==> src/rtl/dsp_mac_sequencer.sv <==
// Sequencer feeding a DSP48A1 slice an NTAPS-term dot product through a shared
// clock enable, then capturing P and offering it on a valid/ready result port.
module dsp_mac_sequencer #(
    parameter int NTAPS      = 8,
    parameter int PIPE_LAT   = 3,
    parameter int OPMODE_DLY = 1
) (
    input  logic        clk,
    input  logic        rst_n,
    input  logic        s_valid,
    output logic        s_ready,
    input  logic [17:0] s_sample,
    input  logic [17:0] s_coef,
    output logic [17:0] dsp_a,
    output logic [17:0] dsp_b,
    output logic [7:0]  dsp_opmode,
    output logic        dsp_ce,
    input  logic [47:0] dsp_p,
    output logic        m_valid,
    input  logic        m_ready,
    output logic [47:0] m_data,
    output logic        busy,
    output logic [7:0]  tap_cnt
);

    typedef enum logic [2:0] {
        ST_IDLE    = 3'd0,
        ST_FEED    = 3'd1,
        ST_DRAIN   = 3'd2,
        ST_CAPTURE = 3'd3,
        ST_OUT     = 3'd4
    } state_t;

    localparam logic [7:0] OP_RESTART = 8'h01;
    localparam logic [7:0] OP_ACCUM   = 8'h09;
    localparam logic [7:0] LAST_TAP   = 8'(NTAPS - 1);
    localparam logic [3:0] LAST_DRAIN = 4'(PIPE_LAT - 1);

    state_t      state_r;
    state_t      state_next_s;
    logic        s_ready_r;
    logic        m_valid_r;
    logic [47:0] m_data_r;
    logic [7:0]  tap_cnt_r;
    logic [3:0]  drain_cnt_r;
    logic        accept_s;
    logic        ce_s;
    logic [7:0]  slot_op_s;

    assign accept_s = s_valid & s_ready_r;

    // Next-state decode plus the slice enable and the opmode of the current slot.
    always_comb begin
        state_next_s = state_r;
        ce_s         = 1'b0;
        slot_op_s    = 8'h00;
        case (state_r)
            ST_IDLE: begin
                if (accept_s) begin
                    ce_s         = 1'b1;
                    slot_op_s    = OP_RESTART;
                    state_next_s = ST_FEED;
                end else begin
                    state_next_s = ST_IDLE;
                end
            end
            ST_FEED: begin
                if (accept_s) begin
                    ce_s      = 1'b1;
                    slot_op_s = OP_ACCUM;
                    if (tap_cnt_r == LAST_TAP) begin
                        state_next_s = ST_DRAIN;
                    end else begin
                        state_next_s = ST_FEED;
                    end
                end else begin
                    state_next_s = ST_FEED;
                end
            end
            ST_DRAIN: begin
                ce_s      = 1'b1;
                slot_op_s = OP_ACCUM;
                if (drain_cnt_r == LAST_DRAIN) begin
                    state_next_s = ST_CAPTURE;
                end else begin
                    state_next_s = ST_DRAIN;
                end
            end
            ST_CAPTURE: begin
                state_next_s = ST_OUT;
            end
            ST_OUT: begin
                if (m_ready) begin
                    state_next_s = ST_IDLE;
                end else begin
                    state_next_s = ST_OUT;
                end
            end
            default: begin
                state_next_s = ST_IDLE;
            end
        endcase
    end

    // State, handshake, tap and drain bookkeeping registers.
    always_ff @(posedge clk or negedge rst_n) begin
        if (!rst_n) begin
            state_r     <= ST_IDLE;
            s_ready_r   <= 1'b0;
            m_valid_r   <= 1'b0;
            m_data_r    <= 48'd0;
            tap_cnt_r   <= 8'd0;
            drain_cnt_r <= 4'd0;
        end else begin
            state_r   <= state_next_s;
            // The IDLE cycle right after a result handshake keeps s_ready low,
            // giving frames a one-cycle gap and a registered ready.
            s_ready_r <= (state_r != ST_OUT) &&
                         ((state_next_s == ST_IDLE) || (state_next_s == ST_FEED));
            m_valid_r <= (state_next_s == ST_OUT);
            if (state_r == ST_CAPTURE) begin
                m_data_r <= dsp_p;
            end
            if (accept_s) begin
                tap_cnt_r <= (tap_cnt_r == LAST_TAP) ? 8'd0 : tap_cnt_r + 8'd1;
            end
            drain_cnt_r <= (state_r == ST_DRAIN) ? drain_cnt_r + 4'd1 : 4'd0;
        end
    end

    generate
        if (OPMODE_DLY == 0) begin : g_op_direct
            assign dsp_opmode = ce_s ? slot_op_s : 8'h00;
        end else begin : g_op_delay
            logic [7:0] op_dly_r [OPMODE_DLY];

            // Opmode delay line; shifts only with the slice enable.
            always_ff @(posedge clk or negedge rst_n) begin
                if (!rst_n) begin
                    for (int i = 0; i < OPMODE_DLY; i++) begin
                        op_dly_r[i] <= 8'h00;
                    end
                end else if (ce_s) begin
                    op_dly_r[0] <= slot_op_s;
                    for (int i = 1; i < OPMODE_DLY; i++) begin
                        op_dly_r[i] <= op_dly_r[i-1];
                    end
                end
            end

            assign dsp_opmode = op_dly_r[OPMODE_DLY-1];
        end
    endgenerate

    assign s_ready = s_ready_r;
    assign dsp_a   = accept_s ? s_sample : 18'd0;
    assign dsp_b   = accept_s ? s_coef : 18'd0;
    assign dsp_ce  = ce_s;
    assign m_valid = m_valid_r;
    assign m_data  = m_data_r;
    assign busy    = (state_r != ST_IDLE);
    assign tap_cnt = tap_cnt_r;

endmodule
==> config.mk <==
export PLATFORM = sky130hd
export DESIGN_NAME = dsp_mac_sequencer
export DESIGN_NICKNAME = d
export VERILOG_FILES = /design/src/rtl/dsp_mac_sequencer.sv
export SDC_FILE = /design/constraint.sdc
export NUM_CORES = 1
export LEC_CHECK = 0
export CORE_ASPECT_RATIO = 0.7
export CORE_UTILIZATION = 39
export CTS_CLUSTER_SIZE = 40
export DETAILED_ROUTE_END_ITERATION = 6
export PLACE_DENSITY = 0.86
export SLEW_MARGIN = 30
export SYNTH_ARGS = -nofsm -noshare
export SYNTH_HDL_FRONTEND = slang
export SYNTH_SLANG_ARGS = --single-unit
==> constraint.sdc <==
create_clock -name clk -period 4.7 [get_ports clk]
set_clock_uncertainty 0.05 [all_clocks]
set_input_delay 0.94 -clock clk [delete_from_list [all_inputs] [get_ports clk]]
set_output_delay 0.94 -clock clk [all_outputs]
set_load 0.05 [all_outputs]
==> run metrics <==
Final Net Count=between 500 and 600; DRC=0; final hold violations=0; CTS sink cnt=67; CTS buffer count=9; Setup Buffers After CTS=0; CP max FO=22; Setup TNS=0 ps; Setup WS pre-CTS=876 ps; die height=approximately 75 um; first-pass GRT wire length=roughly 12,000 um; GR Overflow Total=0; Wirelength per Cell=approximately 15 um; Tcrit/Tclk final=roughly 82%; Via density=4.84; Seq/Total Area, Yosys=a little under three fifths; Worst EP required=~3700 ps; maximum root-to-sink buffer count=2; Tightest Pin Transition=632 ps; hold buffer count at CTS=0; placed cell count=approximately 510; Distinct cells, synth=33; Core Util, Final=69.5%; Worst EP arrival=roughly 2900 ps; num ports=192; DR pass1 iterations=4; Worst-path clk slew=approximately 70 ps; Startpoint Class=input pin; worst hold path class=reg -> reg; Lkg Pwr=2.21 nW; commonest non-fill, non-tap cell in the layout=clkdlybuf4s50_1; Layout Cells excl Fill=about 520; Area growth, synth to finish=71.9%; most frequent cells in the layout=clkdlybuf4s50_1 (184), dfrtp_1 (66), mux2_2 (44), and3_1 (37), nand2_1 (10); # H-tree levels=3; CTS Root Cell=clkbuf_8; largest net degree at the start of global routing=between 50 and 60; I/O Buffers=around 190; MaxCap Viol Count=0; Crit Path Category=in -> out; synth top area cells=dfrtp_1 (57%), mux2_2 (17%), and3_1 (7.8%), xnor2_1 (1.8%), buf_4 (1.5%); flops & latches, synth=67; Initial Utilization=between 40 and 50%; post-route antenna net violation count=0; # diodes=0; status=finished clean; clock latency at the later pin of the worst-skew pair=between 300 and 400 ps; RePlAce Congestion=between 0.8 and 0.9; Synth top area share=between 50 and 60%; initial antenna violation count=0; final worst setup slack=between 800 and 900 ps; Die Area=7950 um^2; die width=approximately 110 um; unrepaired setup endpoints after global routing=no; Post-Syn Area=2960 um^2; synthesized instance count=237; crit path time final=roughly 3800 ps; initial DRC count=around 110; Yosys warnings=0; maximum vdd drop=approximately 420 uV; share of cells above drive strength 1=15.4%; PD cells=about 710 nW/um^2; gr usage total=approximately a fifth; number of global-route vias before repair=between 2,000 and 2,500; FP Rows=26; final WL=between 7000 and 8000 um; final setup violation count=0; post_cts resized=0; dominant cell type by area after synthesis=dfrtp_1; core box area=7320 um^2; CP endpoint kind=primary output; CTS tree=yes; r2r setup slk=2810 ps; hpwl dp=6050 um; # fillers=between 500 and 600; Slew Viols, Final=0; FMAX=261 MHz; Syn Area/Cell=around 12 um^2; Max-slew headroom=~58%; Vias=roughly 2,500
## cell families after synthesis
family	after synthesis	synth area share (%)
AO/OA/AOI/OAI	12	2.49
flip-flops	67	56.6
multiplexers	48	18.3
other	1	0.127
XOR/XNOR	7	2.07
adder cells (fa/ha/maj)	3	1.27
AND/OR/NAND/NOR	76	15.0
buffers and inverters	23	4.14
## worst paths after layout
| kind | startpoint | to | cells past startpoint |
|---|---|---|---|
| min reg2reg | dsp_opmode[0] | dsp_opmode[0] | 1 |
| min in group asynchronous | rst_n | m_data[18] | 1 |
| min | dsp_opmode[0] | dsp_opmode[0] | 1 |
| max in group asynchronous | rst_n | s_ready | 2 |
| max reg2reg | tap_cnt[0] | tap_cnt[0] | 4 |
| max | s_valid | dsp_b[10] | 4 |
## sequential cells by signal, summed over array words and instances (netlist names)
register / flops
drain_cnt_r: 4
state_r: 3
tap_cnt: 8
m_data: 48
s_ready: 1
m_valid: 1
dsp_opmode: 2
## power breakdown
group          total [mW]  leakage [nW]  switching, mW  internal [mW]
Sequential           1.00         0.796          0.178          0.827
Combinational        2.06          1.30           1.30          0.755
Clock               0.552         0.119          0.205          0.347
Total                3.61          2.21           1.69           1.93
## layout make-up
class	instances	area, um^2	share of cell area (%)
timing repair buffer	188	1870	36.7
inverter	1	3.75	0.0737
tap	98	123	2.41
clock buffer	9	124	2.43
multi-input combinational	152	1190	23.3
sequential	67	1680	33.0
clock inverter	6	105	2.06
## Yosys cell counts
library cell,count
nor3_1,1
and3_1,37
buf_6,1
xor2_1,1
xnor2_1,6
nand2_1,11
nor2_1,6
buf_4,6
nand4_1,4
a21oi_1,1
a211o_1,1
dfrtp_1,67
a21o_1,1
mux2_1,4
or4b_1,1
clkbuf_1,10
a221o_1,1
ha_1,3
a31oi_1,2
nand2b_1,2
conb_1,1
nand3b_1,2
inv_1,1
nand3_1,3
o21ai_0,6
or2_1,2
and2_1,2
nor4bb_1,2
nor2b_1,1
and4_1,1
mux2_2,44
or3_1,1
buf_2,5
## critical path: stages
cell and delay (ps):
clkdlybuf4s50_1 630, buf_4 270, and3_1 180, clkdlybuf4s50_1 810
## metrics by stage
step / instance area [um^2] / total power [mW] / hold slack (ps)
global placement: 4850 / 3.04 / 399
global route: 5090 / 3.77 / 452
floorplan: 2980 / 2.34 / 404
detailed placement: 4860 / 3.09 / 408
finish: 5090 / 3.61 / 420
CTS: 5090 / 3.65 / 426
## layer usage
| layer | wire length [um] | vias up | GRT usage [%] |
|---|---|---|---|
| li1 | - | 1180 | - |
| met1 | 3620 | 1256 | 27.2 |
| met2 | 3750 | 84 | 30.5 |
| met3 | 537 | 4 | 7.27 |
| met4 | 29 | 0 | 6.64 |
| met5 | 0 | - | 0 |
Note: power is estimated with default switching activity, not from simulation.
